===== config.mk =====
export PLATFORM = sky130hd
export DESIGN_NAME = decode_stage
export DESIGN_NICKNAME = d
export VERILOG_FILES = /design/src/rtl/decode_stage.sv
export SDC_FILE = /design/constraint.sdc
export NUM_CORES = 1
export LEC_CHECK = 0
export CELL_PAD_IN_SITES_DETAIL_PLACEMENT = 2
export CELL_PAD_IN_SITES_GLOBAL_PLACEMENT = 2
export CORE_ASPECT_RATIO = 1.1
export CORE_MARGIN = 10
export CORE_UTILIZATION = 29
export CTS_CLUSTER_SIZE = 14
export DETAILED_ROUTE_END_ITERATION = 8
export PLACE_DENSITY_LB_ADDON = 0.1
export SLEW_MARGIN = 20
export SYNTH_ARGS = -nofsm -noshare
export SYNTH_HDL_FRONTEND = slang
export SYNTH_SLANG_ARGS = --single-unit

===== constraint.sdc =====
create_clock -name clk -period 6.88 [get_ports clk]
set_input_delay 1.72 -clock clk [delete_from_list [all_inputs] [get_ports clk]]
set_output_delay 1.72 -clock clk [all_outputs]
set_load 0.01 [all_outputs]

===== src/rtl/decode_stage.sv =====
// Registered ID/EX decode stage for RV32IM: decodes one instruction per accepted beat into a
// control bundle with valid/ready handshake, load-use stall and flush.
module decode_stage #(
    parameter int unsigned XLEN       = 32,
    parameter bit          ENABLE_M   = 1'b1,
    parameter bit          ENABLE_CSR = 1'b1
) (
    input  logic            clk,
    input  logic            rst_n,
    input  logic            flush,
    input  logic            in_valid,
    output logic            in_ready,
    input  logic [31:0]     in_instr,
    input  logic [XLEN-1:0] in_pc,
    input  logic            ex_load,
    input  logic [4:0]      ex_rd,
    output logic            out_valid,
    input  logic            out_ready,
    output logic [XLEN-1:0] out_pc,
    output logic [4:0]      out_rs1,
    output logic [4:0]      out_rs2,
    output logic [4:0]      out_rd,
    output logic [4:0]      out_alu_ctrl,
    output logic            out_alu_src_a,
    output logic            out_alu_src_b,
    output logic [1:0]      out_wb_src,
    output logic            out_reg_write,
    output logic            out_data_read,
    output logic            out_data_write,
    output logic [3:0]      out_data_strb,
    output logic [2:0]      out_mem_funct3,
    output logic            out_branch,
    output logic            out_jump,
    output logic            out_csr_write,
    output logic [2:0]      out_csr_op,
    output logic            out_illegal
);

    localparam logic [6:0] OpLui    = 7'b0110111;
    localparam logic [6:0] OpAuipc  = 7'b0010111;
    localparam logic [6:0] OpJal    = 7'b1101111;
    localparam logic [6:0] OpJalr   = 7'b1100111;
    localparam logic [6:0] OpBranch = 7'b1100011;
    localparam logic [6:0] OpLoad   = 7'b0000011;
    localparam logic [6:0] OpStore  = 7'b0100011;
    localparam logic [6:0] OpImm    = 7'b0010011;
    localparam logic [6:0] OpReg    = 7'b0110011;
    localparam logic [6:0] OpSystem = 7'b1110011;

    localparam logic [4:0] AluAdd   = 5'd0;
    localparam logic [4:0] AluSub   = 5'd1;
    localparam logic [4:0] AluSll   = 5'd2;
    localparam logic [4:0] AluSra   = 5'd7;
    localparam logic [4:0] AluCopyb = 5'd14;

    typedef struct packed {
        logic [XLEN-1:0] pc;
        logic [4:0]      rs1;
        logic [4:0]      rs2;
        logic [4:0]      rd;
        logic [4:0]      alu_ctrl;
        logic            alu_src_a;
        logic            alu_src_b;
        logic [1:0]      wb_src;
        logic            reg_write;
        logic            data_read;
        logic            data_write;
        logic [3:0]      data_strb;
        logic [2:0]      mem_funct3;
        logic            branch;
        logic            jump;
        logic            csr_write;
        logic [2:0]      csr_op;
        logic            illegal;
    } bundle_t;

    bundle_t    dec, bundle_d, bundle_q;
    logic       out_valid_d, out_valid_q;
    logic [6:0] opcode;
    logic [6:0] funct7;
    logic [2:0] funct3;
    logic [4:0] rs1, rs2, rd;
    logic       illegal;
    logic       uses_rs1, uses_rs2, hazard, accept;

    assign opcode = in_instr[6:0];
    assign rd     = in_instr[11:7];
    assign funct3 = in_instr[14:12];
    assign rs1    = in_instr[19:15];
    assign rs2    = in_instr[24:20];
    assign funct7 = in_instr[31:25];

    function automatic logic [4:0] base_alu(input logic [2:0] f3);
        logic [4:0] r;
        case (f3)
            3'd0:    r = AluAdd;
            3'd1:    r = AluSll;
            3'd2:    r = 5'd3;
            3'd3:    r = 5'd4;
            3'd4:    r = 5'd5;
            3'd5:    r = 5'd6;
            3'd6:    r = 5'd8;
            default: r = 5'd9;
        endcase
        return r;
    endfunction

    function automatic logic [4:0] m_alu(input logic [2:0] f3);
        // MUL..MULHU are 10..13, DIV..REMU are 15..18 (14 is COPYB)
        return f3[2] ? (5'd11 + {2'b00, f3}) : (5'd10 + {2'b00, f3});
    endfunction

    always_comb begin
        dec     = '0;
        illegal = 1'b0;
        case (opcode)
            OpLui: begin
                dec.alu_ctrl  = AluCopyb;
                dec.alu_src_b = 1'b1;
                dec.reg_write = 1'b1;
            end
            OpAuipc: begin
                dec.alu_src_a = 1'b1;
                dec.alu_src_b = 1'b1;
                dec.reg_write = 1'b1;
            end
            OpJal, OpJalr: begin
                dec.alu_src_a = (opcode == OpJal);
                dec.alu_src_b = 1'b1;
                dec.wb_src    = 2'd2;
                dec.reg_write = 1'b1;
                dec.jump      = 1'b1;
            end
            OpBranch: begin
                dec.alu_ctrl = AluSub;
                dec.branch   = 1'b1;
            end
            OpLoad: begin
                dec.alu_src_b  = 1'b1;
                dec.wb_src     = 2'd1;
                dec.reg_write  = 1'b1;
                dec.data_read  = 1'b1;
                dec.mem_funct3 = funct3;
            end
            OpStore: begin
                dec.alu_src_b  = 1'b1;
                dec.data_write = 1'b1;
                dec.mem_funct3 = funct3;
                case (funct3[1:0])
                    2'b00:   dec.data_strb = 4'b0001;
                    2'b01:   dec.data_strb = 4'b0011;
                    2'b10:   dec.data_strb = 4'b1111;
                    default: dec.data_strb = 4'b0000;
                endcase
            end
            OpImm: begin
                dec.alu_src_b = 1'b1;
                dec.reg_write = 1'b1;
                dec.alu_ctrl  = base_alu(funct3);
                if (funct3 == 3'b001) begin
                    illegal = (funct7 != 7'b0000000);
                end else if (funct3 == 3'b101) begin
                    illegal = (funct7 != 7'b0000000) && (funct7 != 7'b0100000);
                    if (funct7[5]) dec.alu_ctrl = AluSra;
                end
            end
            OpReg: begin
                dec.reg_write = 1'b1;
                if (funct7 == 7'b0000000) begin
                    dec.alu_ctrl = base_alu(funct3);
                end else if (funct7 == 7'b0100000 && funct3 == 3'b000) begin
                    dec.alu_ctrl = AluSub;
                end else if (funct7 == 7'b0100000 && funct3 == 3'b101) begin
                    dec.alu_ctrl = AluSra;
                end else if (funct7 == 7'b0000001 && ENABLE_M) begin
                    dec.alu_ctrl = m_alu(funct3);
                end else begin
                    illegal = 1'b1;
                end
            end
            OpSystem: begin
                if (!ENABLE_CSR || funct3[1:0] == 2'b00) begin
                    illegal = 1'b1;
                end else begin
                    dec.wb_src    = 2'd3;
                    dec.reg_write = 1'b1;
                    dec.csr_op    = funct3;
                    // Set/clear forms with a zero source leave the CSR untouched
                    dec.csr_write = (funct3[1:0] == 2'b01) || (rs1 != 5'd0);
                end
            end
            default: illegal = 1'b1;
        endcase
        if (illegal) begin
            dec         = '0;
            dec.illegal = 1'b1;
        end
        if (rd == 5'd0) dec.reg_write = 1'b0;
        dec.pc  = in_pc;
        dec.rs1 = rs1;
        dec.rs2 = rs2;
        dec.rd  = rd;
    end

    assign uses_rs1 = !((opcode == OpLui) || (opcode == OpAuipc) || (opcode == OpJal) ||
                        (opcode == OpSystem && funct3[2]));
    assign uses_rs2 = (opcode == OpReg) || (opcode == OpStore) || (opcode == OpBranch);
    assign hazard   = in_valid && ex_load && (ex_rd != 5'd0) &&
                      (((ex_rd == rs1) && uses_rs1) || ((ex_rd == rs2) && uses_rs2));
    assign in_ready = rst_n && !flush && !hazard && (!out_valid_q || out_ready);
    assign accept   = in_valid && in_ready;

    always_comb begin
        out_valid_d = out_valid_q;
        bundle_d    = bundle_q;
        if (flush) begin
            out_valid_d = 1'b0;
        end else if (accept) begin
            out_valid_d = 1'b1;
            bundle_d    = dec;
        end else if (out_ready) begin
            out_valid_d = 1'b0;
        end
    end

    always_ff @(posedge clk or negedge rst_n) begin
        if (!rst_n) begin
            out_valid_q <= 1'b0;
            bundle_q    <= '0;
        end else begin
            out_valid_q <= out_valid_d;
            bundle_q    <= bundle_d;
        end
    end

    assign out_valid      = out_valid_q;
    assign out_pc         = bundle_q.pc;
    assign out_rs1        = bundle_q.rs1;
    assign out_rs2        = bundle_q.rs2;
    assign out_rd         = bundle_q.rd;
    assign out_alu_ctrl   = bundle_q.alu_ctrl;
    assign out_alu_src_a  = bundle_q.alu_src_a;
    assign out_alu_src_b  = bundle_q.alu_src_b;
    assign out_wb_src     = bundle_q.wb_src;
    assign out_reg_write  = bundle_q.reg_write;
    assign out_data_read  = bundle_q.data_read;
    assign out_data_write = bundle_q.data_write;
    assign out_data_strb  = bundle_q.data_strb;
    assign out_mem_funct3 = bundle_q.mem_funct3;
    assign out_branch     = bundle_q.branch;
    assign out_jump       = bundle_q.jump;
    assign out_csr_write  = bundle_q.csr_write;
    assign out_csr_op     = bundle_q.csr_op;
    assign out_illegal    = bundle_q.illegal;

endmodule


After elaboration in Yosys (flattened, before gate mapping)
Cells that the tools add are included.
W data, S select, Z words.
{ "totals": {"register_bits": 74, "latch_bits": 0, "ramBits": 0, "mem_bits_ro": 0, "output_inout_bits": 75, "wordCells": 120, "mem_count": 0} }
{ "op_classes": {"add_sub_neg": 2, "mul": 0, "div_mod_pow": 0, "n_lt_le_gt_ge": 0, "n_eq_ne": 23, "shifts": 0, "mux": 36, "bitwise": 1, "n_reduce_logical": 39} }
{ "ops": {"columns": ["operator", "n"], "rows": [
  ["$mux W5", 6],
  ["$eq A7 B6 Y1 const B", 4],
  ["$eq A7 B7 Y1 const B", 4],
  ["$pmux W4 S7", 1],
  ["$mux W26", 1],
  ["$reduce_or A7 Y1", 3],
  ["$mux W4", 5],
  ["$pmux W5 S4", 1],
  ["$mux W1", 15],
  ["$eq A7 B5 Y1 const B", 2],
  ["$logic_and A1 B1 Y1", 13],
  ["$pmux W4 S3", 1],
  ["$add A4 B3 Y5 const A", 2],
  ["$eq A5 B5 Y1", 2],
  ["$reduce_bool A5 Y1", 2],
  ["$eq A3 B3 Y1 const B", 3],
  ["$logic_or A1 B1 Y1", 8],
  ["$eq A7 B1 Y1 const B", 1],
  ["$eq A7 B2 Y1 const B", 1],
  ["$logic_not A7 Y1", 1],
  ["$ne A7 B6 Y1 const B", 1],
  ["$reduce_bool A7 Y1", 1],
  ["$eq A3 B2 Y1 const B", 2],
  ["$mux W3", 2],
  ["14 further kinds", 19]
]} }

Logic depth before layout (Yosys ltp)
Gate-level depths: netlist of run 1.
{ "logic_depth": {"ltp_word": 14, "depth_mapped": 8, "mapped_depth_nobuf": 7} }

Worst setup path before layout of run 1
Ideal clock, no wire load.
{ "synth_path": {"kind": "in2out", "startpoint": "input port ex_rd[1]", "endpoint": "output port in_ready", "arrival_ps": 3047, "path_slack_ps": 2113, "path_stages": 5, "cell_sequence": "or4_4 > o211ai_4 > nor4_2 > clkbuf_1 > nor3_1"} }
{ "synth_between": {"elab_chain_len": 7} }
{ "synth_lines": {"columns": ["element", "line_no", "text"], "rows": [
  ["from (decl)", "16", "input logic [4:0] ex_rd,"],
  ["$eq A5 B5 Y1", "209", "(((ex_rd == rs1) && uses_rs1) || ((ex_rd == rs2) && uses_rs2));"],
  ["$logic_and A1 B1 Y1", "209", null],
  ["$logic_or A1 B1 Y1", "209", null],
  ["$logic_and A1 B1 Y1 (*)", "208", "assign hazard = in_valid && ex_load && (ex_rd != 5'd0) &&"],
  ["$logic_not A1 Y1 (*)", "210", "assign in_ready = rst_n && !flush && !hazard && (!out_valid_q || out_ready);"],
  ["$logic_and A1 B1 Y1 (*) (2 in series)", "210", null],
  ["to (decl)", "12", "output logic in_ready,"]
]} }
Every way passes the cells marked *; elsewhere a longest branch is shown, timed or not.

Worst setup path in the final report of run 1
{ "layout_path": {"startpoint": "input port in_instr[6]", "endpoint": "output port in_ready"} }
{ "layout_between": {"elab_chain_len": 11} }
{ "layout_lines": {"columns": ["element", "line_no", "text"], "rows": [
  ["from (decl)", "13", "input logic [31:0] in_instr,"],
  ["$eq A7 B6 Y1 or $eq A7 B5 Y1 (tied branches)", "205", "assign uses_rs1 = !((opcode == OpLui) || (opcode == OpAuipc) || (opcode == OpJal) ||"],
  ["$logic_or A1 B1 Y1 (3 in series)", "205", null],
  ["$logic_not A1 Y1", "205", null],
  ["$logic_and A1 B1 Y1", "209", null],
  ["$logic_or A1 B1 Y1 (*)", "209", null],
  ["$logic_and A1 B1 Y1 (*)", "208", null],
  ["$logic_not A1 Y1 (*)", "210", null],
  ["$logic_and A1 B1 Y1 (*) (2 in series)", "210", null]
]} }
Marked as above.

==> impl_metrics.ini, run 1 <==
[yosys]
yosys_warnings = 0
synth.distinct_cells = 61
async_flop_share = 1.00
synth_nets = 411
synthCells = 330
yosysSeqAreaShare = 0.483
ys_ff_latch = 73
ys.flop_type = dfrtp_1
synth_edf_count = 0
netlist_area_sq_um = 3780
syn_avg_cell_area_sq_um = 11.5

[floorplan]
core_sq_um = 12700
initial_core_util = 0.298
rows = 43
die_h_um = 140
dieArea_sq_um = 18000
die_width_um = 129
ios = 150

[route]
wl_um = 14000
drtPass1Iterations = 5
antenna_left = 0
drt_iter0_markers = 157
routedWlPerCell_um = 22.0
viasPerCell = 5.16
num_vias = 3282
remaining_drc_errors = 0

[power]
cellLeakagePower_uw = 0.00227
clkPwrFrac = 0.363
powerDensity_nw_per_um2 = 239
power.internal_uw = 1020
seqPwrFrac = 0.380
power_switching_uw = 358
ir_drop_mv = 0.128
sw_frac_of_total = 0.260
comb_power_share = 0.257

[layout]
n_fill_cell = 1330
multi_input_area_sq_um = 1830
fin_nets = 556
syn_to_final_growth_pct = 52.1
antennaDiodeCount = 0
drive_above_1_share = 0.175
regArea_sq_um = 1830
most-common-layout-cells = clkdlybuf4s50_1 (148), dfrtp_1 (73), mux2_2 (43), o21ai_0 (37), nand2_1 (14)
final_common_cell = clkdlybuf4s50_1

[clock_tree]
cts_buffers = 9
hold_buffers = 0
cts.sinks = 73
ctsResizeCount = 0
cts_tree = built
root_buffer = clkbuf_16
clockBufferDepth = 2
clkTransAtPathRegs_ns = 0.05
clkLatencyLatePin_ns = 0.34
cts_setup_buffers = 0
htreeDepth = 3

[critical_path]
reg2reg_from = out_valid
crit_arrival_ns = 4.19
worstSetupEndpointType = output port
path_class = in2out
reg2reg_slack_ns = 4.44
cp.required_ns = 5.16
worstPathCellList = clkdlybuf4s50_1 > or3b_2 > a21oi_1 > nor4_4 > nor3_1 > clkdlybuf4s50_1
crit_end = in_ready
start_kind = input pin
cp_common_cell = clkdlybuf4s50_1
rr_worst_depth = 7
path_max_fanout = 15
r2r-end = out_rs2[4]
max_stage_delay_ns = 0.65
crit_path_start = in_instr[6]
slowest_stage = clkdlybuf4s50_1

[place]
portBuffers = 149
hpwl_um = 10600
post-place-ws_ns = 1.01
finalWeightedCongestion = 0.821

[hold_path]
hold_depth = 1
hp-class = reg2reg

[sta]
timing.final.ws_setup_ns = 0.972
fin_setup_tns_ns = 0
final_max_slew_viol_count = 0
finalCritPeriodShare = 0.859
fmax_mhz = 169
finalSetupViolations = 0
finalHoldViolations = 0
clock_skew_ns = 0.00716
period_needed_ns = 5.91
worstMarginPinSlew_ns = 0.759
relSlewSlack = 0.494
grt_setup_unrepaired = no

[global_route]
antenna_found_initial = 0
gr-total-overflow = 0
track_usage = 0.155
grt_pass1_wl_um = 21700
grt_start_max_net_pins = 60
grt_pass1_vias = 3619

[run]
max-cap-violations = 0

[status]
status = finished, final reports clean
==> power by group through the flow <==
stage          clock (uW)  combinational, uW  sequential, uW
2_1_floorplan           0                106             556
3_3_place_gp            0                350             525
3_5_place_dp            0                356             530
4_1_cts               515                361             524
5_1_grt               533                380             531
6_report              498                353             523
==> critical path, delay by kind of cell <==
family | cells | cell delay (ns)
and+or+nand+nor | 3 | 0.91
buffers and inverters | 2 | 1.24
AOI/OAI and AO/OA | 1 | 0.30
==> through the flow <==
step / std cells / hold WS, ns / power (uW) / util / cell area, sq um
2_1_floorplan: 330 / 0.518 / 663 / - / 3780
3_3_place_gp: 620 / 0.466 / 875 / 0.426 / 5410
3_5_place_dp: 620 / 0.472 / 887 / 0.426 / 5410
4_1_cts: 635 / 0.492 / 1400 / 0.451 / 5720
5_1_grt: 636 / 0.516 / 1440 / 0.453 / 5750
6_report: 636 / 0.483 / 1370 / 0.453 / 5750
==> registers in the layout (all words and copies together) (netlist names) <==
name            count
out_rs2             5
out_valid           1
out_data_read       1
out_illegal         1
out_mem_funct3      3
out_alu_src_b       1
out_data_strb       3
out_csr_op          3
out_reg_write       1
out_rs1             5
out_pc             32
out_alu_src_a       1
out_wb_src          2
out_rd              5
out_jump            1
out_branch          1
out_data_write      1
out_alu_ctrl        5
out_csr_write       1
==> cells by family (layout without fill, tap and decap cells) <==
kind of cell    count (synthesis)  after routing  share of synthesized area
flops                          73             73                      0.483
compound gates                 82             82                      0.148
buf+inv                        29            178                     0.0387
mux                            54             54                      0.168
fa+ha+maj                       6              6                     0.0199
simple gates                   75             75                      0.117
xor+xnor                       11             11                     0.0255
==> metal layers <==
| layer | global-route usage | routed length (um) | part of all wire | up-vias |
|---|---|---|---|---|
| li1 | - | - | - | 1520 |
| met1 | 0.171 | 5680 | 0.41 | 1663 |
| met2 | 0.275 | 7210 | 0.51 | 89 |
| met3 | 0.0502 | 949 | 0.068 | 10 |
| met4 | 0.0467 | 168 | 0.012 | 0 |
| met5 | 0 | 0 | 0 | - |
==> worst min-delay path by stage <==
stage | start | slack, ns | end
4_1_cts | out_data_read | 0.49 | out_data_read
6_report | out_data_read | 0.48 | out_data_read
3_5_place_dp | out_data_read | 0.47 | out_data_read
5_1_grt | out_pc[25] | 0.52 | out_pc[25]
2_1_floorplan | out_data_read | 0.52 | out_data_read
3_3_place_gp | out_data_read | 0.47 | out_data_read
==> final cells by class <==
| cell class | count | share of cell area |
|---|---|---|
| inverters | 8 | 0.00522 |
| flip-flops and latches | 73 | 0.318 |
| repair buffers | 155 | 0.270 |
| clock buffers | 10 | 0.0398 |
| multi-input cells | 228 | 0.319 |
| clock inverters | 5 | 0.0141 |
| well taps | 157 | 0.0342 |
==> synth_stat cells (all sizes together) (3+ instances only) <==
cell,instances,area share
a21oi,7,0.0093
nand4,3,0.0050
nor3,6,0.0079
xnor2,10,0.023
nand3,5,0.0066
or4,6,0.013
nor3b,3,0.0060
a31oi,3,0.0050
nand2b,3,0.0050
buf,8,0.018
mux2i,3,0.0079
ha,6,0.020
o211ai,3,0.0096
nor2,14,0.015
dfrtp,73,0.48
or2,3,0.0050
nand2,14,0.014
clkbuf,13,0.013
o41ai,3,0.013
mux2,51,0.16
nor4,3,0.0066
o31ai,7,0.014
o21ai,37,0.049
inv,8,0.0079
Power figures use the tool's default switching activity.
==> run 2, diff against run 1 <==
- CAP_MARGIN: default -> 30
==> run 2 against run 1 <==
Against the previous run: sequential share of layout area about the same; worst setup slack improved by 0.0015 ns; clock power decreased by 5.2%; largest power group unchanged; non-clock buffer count increased by 1; die area unchanged; combinational power about the same; register-to-register slack improved by 0.05 ns; hold slack got worse by 0.0093 ns; critical path depth unchanged; clock skew increased by 0.0028 ns; core utilization about the same; global-route usage decreased by 0.31 points.
==> impl_metrics.ini, run 2 (synthesis gave the netlist of run 1 again) <==
[clock_tree]
cts_setup_buffers = 0
clkLatencyLatePin_ns = 0.34
htreeDepth = 3
ctsResizeCount = 0
hold_buffers = 0
cts.sinks = 73
clkTransAtPathRegs_ns = 0.05
clockBufferDepth = 2
cts_tree = built
cts_buffers = 9
root_buffer = clkbuf_16

[critical_path]
path_class = in2out
cp.required_ns = 5.16
path_max_fanout = 15
slowest_stage = clkdlybuf4s50_1
worstPathCellList = clkdlybuf4s50_1 > or3b_2 > a21oi_1 > nor4_4 > nor3_1 > clkdlybuf4s50_1
crit_end = in_ready
cp_common_cell = clkdlybuf4s50_1
start_kind = input pin
crit_arrival_ns = 4.19
reg2reg_slack_ns = 4.49
rr_worst_depth = 7
reg2reg_from = out_valid
max_stage_delay_ns = 0.66
worstSetupEndpointType = output port
crit_path_start = in_instr[6]
r2r-end = out_rs2[4]

[global_route]
track_usage = 0.152
gr-total-overflow = 0
grt_pass1_wl_um = 21400
grt_start_max_net_pins = 60
antenna_found_initial = 0
grt_pass1_vias = 3656

[layout]
final_common_cell = clkdlybuf4s50_1
syn_to_final_growth_pct = 52.2
n_fill_cell = 1319
drive_above_1_share = 0.175
fin_nets = 557
most-common-layout-cells = clkdlybuf4s50_1 (148), dfrtp_1 (73), mux2_2 (43), o21ai_0 (37), nand2_1 (14)
largest_reg_flops = 32
post-route-util = 0.453
antennaDiodeCount = 0
stdcell_area_sq_um = 5750
fin_cells = 638

[floorplan]
core_sq_um = 12700
die_h_um = 140
ios = 150
die_width_um = 129
initial_core_util = 0.298
dieArea_sq_um = 18000
rows = 43

[power]
cellLeakagePower_uw = 0.00227
ir_drop_mv = 0.187
powerDensity_nw_per_um2 = 234

[route]
drtPass1Iterations = 4
remaining_drc_errors = 0
drt_iter0_markers = 216
routedWlPerCell_um = 21.4
viasPerCell = 5.08
wl_um = 13600
antenna_left = 0
num_vias = 3240

[status]
status = finished, final reports clean

[sta]
clock_skew_ns = 0.00998
fmax_mhz = 169
grt_setup_unrepaired = no
final_max_slew_viol_count = 0
finalHoldViolations = 0
finalSetupViolations = 0
period_needed_ns = 5.91
relSlewSlack = 0.479
finalCritPeriodShare = 0.859
worstMarginPinSlew_ns = 0.776
fin_setup_tns_ns = 0

[hold_path]
hp-class = reg2reg

[run]
max-cap-violations = 0

[place]
finalWeightedCongestion = 0.821
placed_cell_area_sq_um = 5450
portBuffers = 149
dp.cells = 622
hpwl_um = 10700
## run 2: changes by cell type in the layout (fill, tap and decap cells not counted), sizes merged
cell,delta
clkinv,-1
inv,+1
bufinv,-1
clkbuf,+2
buf,+1
## run 2: layout make-up
cell class / instances / area (sq um) / share of cell area
clock buffer: 12 / 246 / 0.0429
clock inverter: 4 / 51.3 / 0.00892
inverter: 8 / 30.0 / 0.00522
multi-input combinational: 228 / 1830 / 0.318
sequential: 73 / 1830 / 0.318
tap: 157 / 196 / 0.0342
timing repair buffer: 156 / 1570 / 0.273
## run 2: worst min path at each step
stage	cells past startpoint	slack, ns	end	startpoint
6_report	1	0.47	out_data_read	out_data_read
2_1_floorplan	1	0.52	out_data_read	out_data_read
4_1_cts	1	0.48	out_data_read	out_data_read
3_5_place_dp	1	0.47	out_data_read	out_data_read
5_1_grt	1	0.50	out_data_read	out_data_read
3_3_place_gp	1	0.47	out_data_read	out_data_read
## run 2: layer usage
layer	up-vias	track usage	share of wire	routed length [um]
met5	-	0	0	0
met4	0	0.0431	0.010	136
met3	11	0.0532	0.068	924
met2	86	0.269	0.51	6960
met1	1624	0.167	0.41	5610
li1	1519	-	-	-
## run 2: power by group
group	leakage, uW	internal, uW	total [uW]	switching [uW]
logic	0.00121	211	352	141
clock network	0.000143	291	472	180
registers	0.000912	490	522	31.7
total	0.00227	993	1350	353
## run 2: worst max-delay path: cells and delay by family
family	cells	cell delay, ns
buf+inv	2	1.25
simple gates	3	0.92
compound gates	1	0.30
## run 2: stage by stage
stage / hold slack (ns) / total power (uW) / setup slack (ns)
global placement: 0.466 / 875 / 1.01
global route: 0.505 / 1420 / 0.770
finish: 0.473 / 1350 / 0.973
detailed placement: 0.472 / 889 / 1.01
floorplan: 0.518 / 663 / 2.11
CTS: 0.480 / 1370 / 0.973
==> run 3, diff against run 2 <==
- CTS_CLUSTER_SIZE: 14 -> 40
==> results of run 3 <==
Final layout, timing and power as in run 2 (identical DEF).
